[config.mk]
export PLATFORM = sky130hd
export DESIGN_NAME = fetch_stage
export DESIGN_NICKNAME = d
export VERILOG_FILES = /design/src/rtl/asip_pkg.sv /design/src/rtl/fetch_fifo.sv /design/src/rtl/fetch_stage.sv
export SDC_FILE = /design/constraint.sdc
export NUM_CORES = 1
export LEC_CHECK = 0
export ABC_AREA = 0
export BUFFER_PORTS_ARGS = -buffer_cell sky130_fd_sc_hd__buf_2
export CAP_MARGIN = 20
export CORE_ASPECT_RATIO = 0.75
export CORE_MARGIN = 4
export CORE_UTILIZATION = 45
export CTS_CLUSTER_DIAMETER = 60
export DETAILED_ROUTE_END_ITERATION = 6
export PLACE_DENSITY = 0.73
export SYNTH_ARGS = -nofsm -noshare
export SYNTH_HDL_FRONTEND = slang
export SYNTH_SLANG_ARGS = --single-unit
[constraint.sdc]
create_clock -name clk -period 9.8 [get_ports clk]
set_clock_uncertainty 0.1 [all_clocks]
set_input_delay 0 -clock clk [delete_from_list [all_inputs] [get_ports clk]]
set_output_delay 0 -clock clk [all_outputs]
set_load 0.01 [all_outputs]
[src/rtl/asip_pkg.sv]
// asip_pkg: types and constants shared by the stages of the 16-bit vectorial ASIP pipeline.
package asip_pkg;
    localparam int ADDR_W = 16;
    localparam int INSTR_W = 16;
    localparam logic [ADDR_W-1:0] RESET_PC = 16'h0000;

    typedef logic [INSTR_W-1:0] instr_t;
    typedef logic [ADDR_W-1:0] addr_t;

    typedef struct packed {
        addr_t  pc;
        instr_t instr;
    } fetch_entry_t;
endpackage

[src/rtl/fetch_fifo.sv]
// fetch_fifo: synchronous FIFO of fetch entries with flush.
// The head is read straight from storage, so it stays stable while not popped.
module fetch_fifo
    import asip_pkg::*;
#(
    parameter int DEPTH = 2
) (
    input  logic                       clk,
    input  logic                       reset,
    input  logic                       push,
    input  logic                       pop,
    input  logic                       flush,
    input  fetch_entry_t               din,
    output fetch_entry_t               head,
    output logic [$clog2(DEPTH+1)-1:0] count,
    output logic                       empty,
    output logic                       full
);
    localparam int AW = DEPTH > 1 ? $clog2(DEPTH) : 1;
    localparam int CW = $clog2(DEPTH + 1);

    fetch_entry_t  mem_q [DEPTH];
    fetch_entry_t  mem_d [DEPTH];
    logic [AW-1:0] wr_q, wr_d, rd_q, rd_d;
    logic [CW-1:0] cnt_q, cnt_d;
    logic          do_push, do_pop;

    function automatic logic [AW-1:0] nxt(input logic [AW-1:0] p);
        return p == AW'(DEPTH - 1) ? '0 : p + 1'b1;
    endfunction

    assign empty   = cnt_q == '0;
    assign full    = cnt_q == CW'(DEPTH);
    assign count   = cnt_q;
    assign head    = mem_q[rd_q];
    assign do_pop  = pop && !empty;
    assign do_push = push && (!full || do_pop);

    always_comb begin
        mem_d = mem_q;
        if (do_push && !flush) mem_d[wr_q] = din;
        wr_d  = flush ? '0 : do_push ? nxt(wr_q) : wr_q;
        rd_d  = flush ? '0 : do_pop ? nxt(rd_q) : rd_q;
        cnt_d = flush ? '0 : cnt_q + CW'(do_push) - CW'(do_pop);
    end

    always_ff @(posedge clk or posedge reset) begin
        if (reset) begin
            mem_q <= '{default: '0};
            wr_q  <= '0;
            rd_q  <= '0;
            cnt_q <= '0;
        end else begin
            mem_q <= mem_d;
            wr_q  <= wr_d;
            rd_q  <= rd_d;
            cnt_q <= cnt_d;
        end
    end
endmodule

[src/rtl/fetch_stage.sv]
// fetch_stage: PC, credit-limited instruction-memory requests, in-order response buffering
// and redirect handling for the decode stage.
module fetch_stage
    import asip_pkg::*;
#(
    parameter int DEPTH = 2
) (
    input  logic               clk,
    input  logic               reset,
    output logic               imem_req_valid,
    input  logic               imem_req_ready,
    output logic [ADDR_W-1:0]  imem_addr,
    input  logic               imem_rsp_valid,
    input  logic [INSTR_W-1:0] imem_rsp_data,
    input  logic               pc_write_en,
    input  logic [ADDR_W-1:0]  pc_target,
    output logic               instr_valid,
    input  logic               instr_ready,
    output logic [INSTR_W-1:0] instruction,
    output logic [ADDR_W-1:0]  instr_pc
);
    localparam int CW = $clog2(DEPTH + 1);
    localparam logic [CW:0] DEPTH_W = (CW + 1)'(DEPTH);

    addr_t         pc_q, pc_d;
    logic [CW-1:0] out_q, out_d, drop_q, drop_d, buf_cnt, tag_cnt;
    logic [CW:0]   used;
    logic          issue, keep, pop;
    logic          buf_empty, buf_full, tag_empty, tag_full;
    fetch_entry_t  tag_in, tag_head, rsp_entry, buf_head;

    assign used           = {1'b0, out_q} + {1'b0, buf_cnt};
    assign imem_req_valid = !reset && !pc_write_en && used < DEPTH_W;
    assign imem_addr      = pc_q;
    assign issue          = imem_req_valid && imem_req_ready;
    assign keep           = imem_rsp_valid && drop_q == '0 && !pc_write_en;
    assign instr_valid    = !buf_empty && !pc_write_en;
    assign pop            = instr_valid && instr_ready;
    assign instruction    = buf_head.instr;
    assign instr_pc       = buf_head.pc;
    assign tag_in         = '{pc: pc_q, instr: '0};
    assign rsp_entry      = '{pc: tag_head.pc, instr: imem_rsp_data};

    // out_q counts every in-flight request, including ones already marked for
    // dropping, so a redirect simply marks whatever is still in flight afterwards.
    always_comb begin
        pc_d   = pc_write_en ? pc_target : issue ? pc_q + 1'b1 : pc_q;
        out_d  = out_q + CW'(issue) - CW'(imem_rsp_valid);
        drop_d = pc_write_en ? out_q - CW'(imem_rsp_valid)
                             : drop_q - CW'(imem_rsp_valid && drop_q != '0);
    end

    always_ff @(posedge clk or posedge reset) begin
        if (reset) begin
            pc_q   <= RESET_PC;
            out_q  <= '0;
            drop_q <= '0;
        end else begin
            pc_q   <= pc_d;
            out_q  <= out_d;
            drop_q <= drop_d;
        end
    end

    fetch_fifo #(.DEPTH(DEPTH)) u_tag_fifo (
        .clk   (clk),
        .reset (reset),
        .push  (issue),
        .pop   (imem_rsp_valid),
        .flush (1'b0),
        .din   (tag_in),
        .head  (tag_head),
        .count (tag_cnt),
        .empty (tag_empty),
        .full  (tag_full)
    );

    fetch_fifo #(.DEPTH(DEPTH)) u_buf_fifo (
        .clk   (clk),
        .reset (reset),
        .push  (keep),
        .pop   (pop),
        .flush (pc_write_en),
        .din   (rsp_entry),
        .head  (buf_head),
        .count (buf_cnt),
        .empty (buf_empty),
        .full  (buf_full)
    );

    a_rsp_orphan: assert property (@(posedge clk) disable iff (reset)
        imem_rsp_valid |-> out_q != '0);
    a_buf_overflow: assert property (@(posedge clk) disable iff (reset)
        !(keep && buf_full && !pop));
    a_tag_overflow: assert property (@(posedge clk) disable iff (reset)
        !(issue && tag_full));
    a_tag_track: assert property (@(posedge clk) disable iff (reset)
        tag_cnt == out_q && tag_empty == (out_q == '0) && tag_head.instr == '0);
endmodule
# [Word-level counts from Yosys, hierarchy flattened]
# Cells that the tools add are included.
[totals] regBits=156 in_bits=38 wordCells=98
[op_classes] add_sub_neg=14 order_cmp=7 n_eq_ne=2 n_mux=24 n_bitwise=4 n_reduce_logical=30
[ops] cell="2-to-1 mux 32 bit" count=8
[ops] cell="bitwise mux 64 bit" count=2
[ops] cell="demux 32 bit (select 1 bit)" count=2
[ops] cell="2-to-1 mux 16 bit" count=2
[ops] cell="adder 16 x 1 -> 16 bit, second input constant" count=1
[ops] cell="logical AND 1 bit" count=15
[ops] cell="subtractor 2 x 1 -> 2 bit" count=5
[ops] cell=">= comparator 2 bit, second input constant" count=4
[ops] cell="2-to-1 mux 1 bit" count=8
[ops] cell="inverter 1 -> 2 bit" count=4
[ops] cell="nonzero test 2 bit" count=4
[ops] cell="adder 2 x 1 -> 2 bit" count=3
[ops] cell="zero test 1 bit" count=6
[ops] cell="zero test 2 bit" count=3
[ops] cell="adder 1 bit, second input constant" count=4
[ops] cell="== test 2 bit, second input constant" count=2
[ops] cell="< comparator 2 x 1 -> 1 bit, second input constant" count=2
[ops] cell="2-to-1 mux 2 bit" count=2
[ops] cell="adder 2 x 2 -> 3 bit" count=1
[ops] cell="< comparator 3 x 2 -> 1 bit, second input constant" count=1
[ops] cell="logical OR 1 bit" count=2

# [Depth between registers and ports, before layout]
[logic_depth] word_depth=10 mapped_depth=10 ltp_nobuf=10

# [Modules after synthesis]
# Synthesis repeated with hierarchy kept, for this count alone.
[hier_totals] cells_unflattened=526 hier_area_um2=7495.9
[by_module_without_submodules] module="fetch_fifo" n_inst=2 cells_each=196 area_each_um2=3110.5 seq_area_each_um2=1701.6
[by_module_without_submodules] module="fetch_stage" n_inst=1 cells_each=134 area_each_um2=1275.0 seq_area_each_um2=500.5

# [Worst setup path before layout]
# OpenSTA, ideal clock, no wires.
[synth_path] path_kind="register to register" startpoint="reg u_buf_fifo.cnt_q[0], in the netlist u_buf_fifo.count[0]" endpoint="reg u_tag_fifo.mem_q[48] (netlist name)" t_arrival_ns=2.432 required_ns=9.572 slack_ns=7.141 path_stages_with_launch=9 synth_period_minus_slack_ns=2.659 path_cell_list="dfrtp_1 inv_1 nor2_1 fa_1 or3_4 or2_1 nor3_4 buf_6 mux2_1"
[synth_between] elab_chain_len=5
[synth_lines] element="from (decl)" line_no="fetch_fifo.sv:25" source="logic [CW-1:0] cnt_q, cnt_d;"
[synth_lines] element="from (signal assigned)" line_no="fetch_fifo.sv:57" source="cnt_q <= cnt_d;"
[synth_lines] element="adder 2 x 2 -> 3 bit" line_no="fetch_stage.sv:32" source="assign used = {1'b0, out_q} + {1'b0, buf_cnt};"
[synth_lines] element="< comparator 3 x 2 -> 1 bit" line_no="fetch_stage.sv:33" source="assign imem_req_valid = !reset && !pc_write_en && used < DEPTH_W;"
[synth_lines] element="logical AND 1 bit" line_no="fetch_stage.sv:33"
[synth_lines] element="logical AND 1 bit" line_no="fetch_stage.sv:35" source="assign issue = imem_req_valid && imem_req_ready;"
[synth_lines] element="logical AND 1 bit" line_no="fetch_fifo.sv:37" source="assign do_push = push && (!full || do_pop);"
[synth_lines] element="to (signal assigned)" line_no="fetch_fifo.sv:54" source="mem_q <= mem_d;"
[synth_lines] element="to (decl)" line_no="fetch_fifo.sv:22" source="fetch_entry_t mem_q [DEPTH];"
# No other way between the ends.
# A chain may end at the register's enable or synchronous reset.

# [Worst setup path after layout]
[layout_path] startpoint="reg u_buf_fifo.cnt_q[0], in the netlist u_buf_fifo.count[0]" endpoint="reg u_tag_fifo.mem_q[58] (netlist name)"
# Same word-level chain as after synthesis.

==> metrics.yaml <==
top_cell_type_s_share_of_synthesized_area_pct: 53.2
route.detailed.wl_per_inst_um: 17.0
number_of_antenna_violations_at_the_first_check_in_global_routing: 0
die_height_um: 107
critical_path.cell_chain: "inv_1, nor2_1, fa_1, or3_4, or2_1, nor3_4, mux2_2"
yosys.cell_types.count: 49
power_mw: 2.13
comb_power_share_pct: 28.9
grt_pass1_vias: 4181
fin_crit_share_pct: 31.3
critPathRequiredTime_ps: 9990
starting_utilization_of_the_core_area_pct: 46.7
power.leakage_nw: 3.51
fin_tns_setup_ps: 0
grt_start_max_net_pins: 90
routed-via-count: 3810
layout-drive-gt1-share_pct: 36.5
highest-signal-layer: "met4"
cts_max_level: 4
m1WireLength_mm: 5.57
synth-seq-area-share_pct: 53.2
power-per-cell-area_nw_per_um2: 288
cts_tree: "built"
drc: 0
max_cap_violations: 0
rsz_0062_raised_after_global_routing: "false"
p_sw_share_pct: 29.0
synth_flop_type: "sky130_fd_sc_hd__dfrtp_1"
finalHoldViolCount: 0
syn_inst: 433
crit_path_max_fanout: 16
seq_power_share_pct: 40.6
timing.hold.worst.class: "input pin to flop"
core_outline_area_um2: 12500
insertion_delay_ps: 410
critical_path_class: "flop to flop"
yosysWarnings: 0
worst-slew-pin-transition_ps: 876
power.net_switching_mw: 0.617
synth_edf_count: 0
critical_path.startpoint_type: "flop"
placementRows: 35
drt_pass1_iterations: 4
netlist_top_cells_area: "sky130_fd_sc_hd__dfrtp_1 53%, sky130_fd_sc_hd__mux2_2 15%, sky130_fd_sc_hd__mux2_1 13%"
global_route_wire_length_before_repair_mm: 21.2
kind_of_end_point_of_the_critical_path: "flop"
clockRootBuffer: "sky130_fd_sc_hd__clkbuf_16"
share_of_synthesized_registers_carrying_an_async_set_or_reset_pct: 100
timing.final.setup_violations: 0
flow.area_growth_from_synthesis_pct: 26.7
finalWirelength_mm: 12.5
final_max_slew_viol_count: 0
antenna_cells: 0
cts_inserted_buffers: 17
synthesis.area_um2: 5830
maxClockFrequency_mhz: 326
critical-path-max-stage-delay_ps: 710
die_x_um: 139
numClockSinks: 124
ant_nets: 0
cellInternalPower_mw: 1.51
mostFrequentLayoutCell: "sky130_fd_sc_hd__dfrtp_1"
worst-endpoint-arrival_ps: 3250
grt.total_usage_pct: 18.2
synth_area_leader_cell: "sky130_fd_sc_hd__dfrtp_1"
wl_met3_um: 662
floorplan.die_area_um2: 14900
drt-initial-drc-count: 134
synth_area_per_cell_um2: 13.5
layout.cells.most_common_list: "124 x sky130_fd_sc_hd__dfrtp_1, 87 x sky130_fd_sc_hd__buf_2, 77 x sky130_fd_sc_hd__mux2_2"
cpMaxStageDelayCell: "sky130_fd_sc_hd__nor3_4"
routed-wl-met2_mm: 6.06
mapped_nets: 481
run_status: "completed"
synth.ff_latch_count: 124
ios: 88
slew_headroom_pct: 41.4
clk_pin_slew_ps: 50
power_frac_clock_pct: 30.5
irDropWorstVdd_v: 0.000139
globalRouteOverflowTotal: 0
max-clock-path-buffers: 2
fin_crit_ps: 3060
io_buffer_count: 87
detail_route.vias_per_cell: 5.18
finish.net_count: 605
hpwl_after_dpl_mm: 8.36
gp_congestion: 0.768
through the flow:
step	hold slack, ps	std cells	worst slack, ps	utilization, %	cell area, µm²
after CTS	41.6	735	6720	59.0	7360
after global placement	-28.7	667	6860	51.1	6380
after detailed placement	-11.4	667	6740	51.1	6380
after floorplan	-52.5	433	6400	-	5830
after global routing	102	736	6570	59.2	7390
final	53.1	736	6740	59.2	7390
synth_stat cells, types with 3 or more instances:
cell type and count:
sky130_fd_sc_hd__o21ai_0 9, sky130_fd_sc_hd__nand4_1 4, sky130_fd_sc_hd__inv_1 12, sky130_fd_sc_hd__nor3_1 5, sky130_fd_sc_hd__mux2_1 67, sky130_fd_sc_hd__clkbuf_1 11
sky130_fd_sc_hd__mux2i_1 4, sky130_fd_sc_hd__dfrtp_1 124, sky130_fd_sc_hd__nor3b_1 3, sky130_fd_sc_hd__xnor2_1 13, sky130_fd_sc_hd__nor4_1 3, sky130_fd_sc_hd__nor2_1 9
sky130_fd_sc_hd__ha_1 9, sky130_fd_sc_hd__nand2b_1 4, sky130_fd_sc_hd__buf_2 5, sky130_fd_sc_hd__mux2_2 77, sky130_fd_sc_hd__buf_6 4, sky130_fd_sc_hd__xor2_1 6
sky130_fd_sc_hd__nand2_1 22, sky130_fd_sc_hd__nand3_1 6
cell families (layout without fill, tap and decap cells):
logic type	count (synthesis)	in the layout	share of synthesized area (%)
compound gates	25	25	3.00
xor+xnor	19	19	2.85
flops	124	124	53.2
buf+inv	35	172	3.00
simple gates	72	72	7.15
mux	148	148	28.5
fa+ha+maj	10	10	2.27
timing repair:
action                    in CTS  in global routing
hold buffers                  36                  0
gates resized for setup        0                  0
setup buffers                  0                  0
hold endpoints to repair      88                  0
state kept, by name, summed over array words and instances, names as in the netlist:
name and flops:
imem_addr 16, u_tag_fifo.rd_q 1, u_tag_fifo.mem_q 32, u_buf_fifo.wr_q 1, drop_q 2, u_tag_fifo.count 2, u_buf_fifo.mem_q 64, u_tag_fifo.wr_q 1
u_buf_fifo.count 2, out_q 2, u_buf_fifo.rd_q 1
power groups by stage:
stage / Combinational (mW) / Clock (mW) / Sequential, mW
2_1_floorplan: 0.461 / 0 / 0.815
3_3_place_gp: 0.583 / 0 / 0.851
3_5_place_dp: 0.609 / 0 / 0.871
4_1_cts: 0.628 / 0.664 / 0.865
5_1_grt: 0.688 / 0.690 / 0.892
6_report: 0.615 / 0.650 / 0.866
area by class of cell:
cell class | count | area (µm²)
tap | 166 | 208
clock buffer | 26 | 519
fill | 1004 | 5090
sequential | 124 | 3100
multi-input combinational | 274 | 2550
inverter | 12 | 47.5
timing repair buffer | 128 | 853
clock inverter | 6 | 105
per-layer routing:
| metal | vias up | GRT usage (%) |
|---|---|---|
| met2 | 84 | 30.0 |
| li1 | 1778 | - |
| met1 | 1931 | 22.9 |
| met3 | 17 | 5.71 |
| met4 | 0 | 6.35 |
| met5 | - | 0 |
worst max-delay path: cells and delay by family (launching register included):
family	cells	cell delay, ps
and+or+nand+nor	4	1540
adders and majority gates	1	460
buffers and inverters	1	60
muxes	1	410
DFF	1	360
final timing paths:
| path | startpoint | to | slack [ps] | cells after the start |
|---|---|---|---|---|
| max | u_buf_fifo.count[0] | u_tag_fifo.mem_q[58] | 6740 | 7 |
| min | pc_write_en | u_buf_fifo.count[0] | 50 | 2 |
| max reg2reg | u_buf_fifo.count[0] | u_tag_fifo.mem_q[58] | 6740 | 7 |
| min reg2reg | u_buf_fifo.mem_q[28] | u_buf_fifo.mem_q[28] | 380 | 1 |
| max in group asynchronous | reset | u_buf_fifo.mem_q[60] | 8370 | 5 |
| min in group asynchronous | reset | imem_addr[8] | 120 | 3 |
Note: power is estimated with default switching activity, not from simulation.
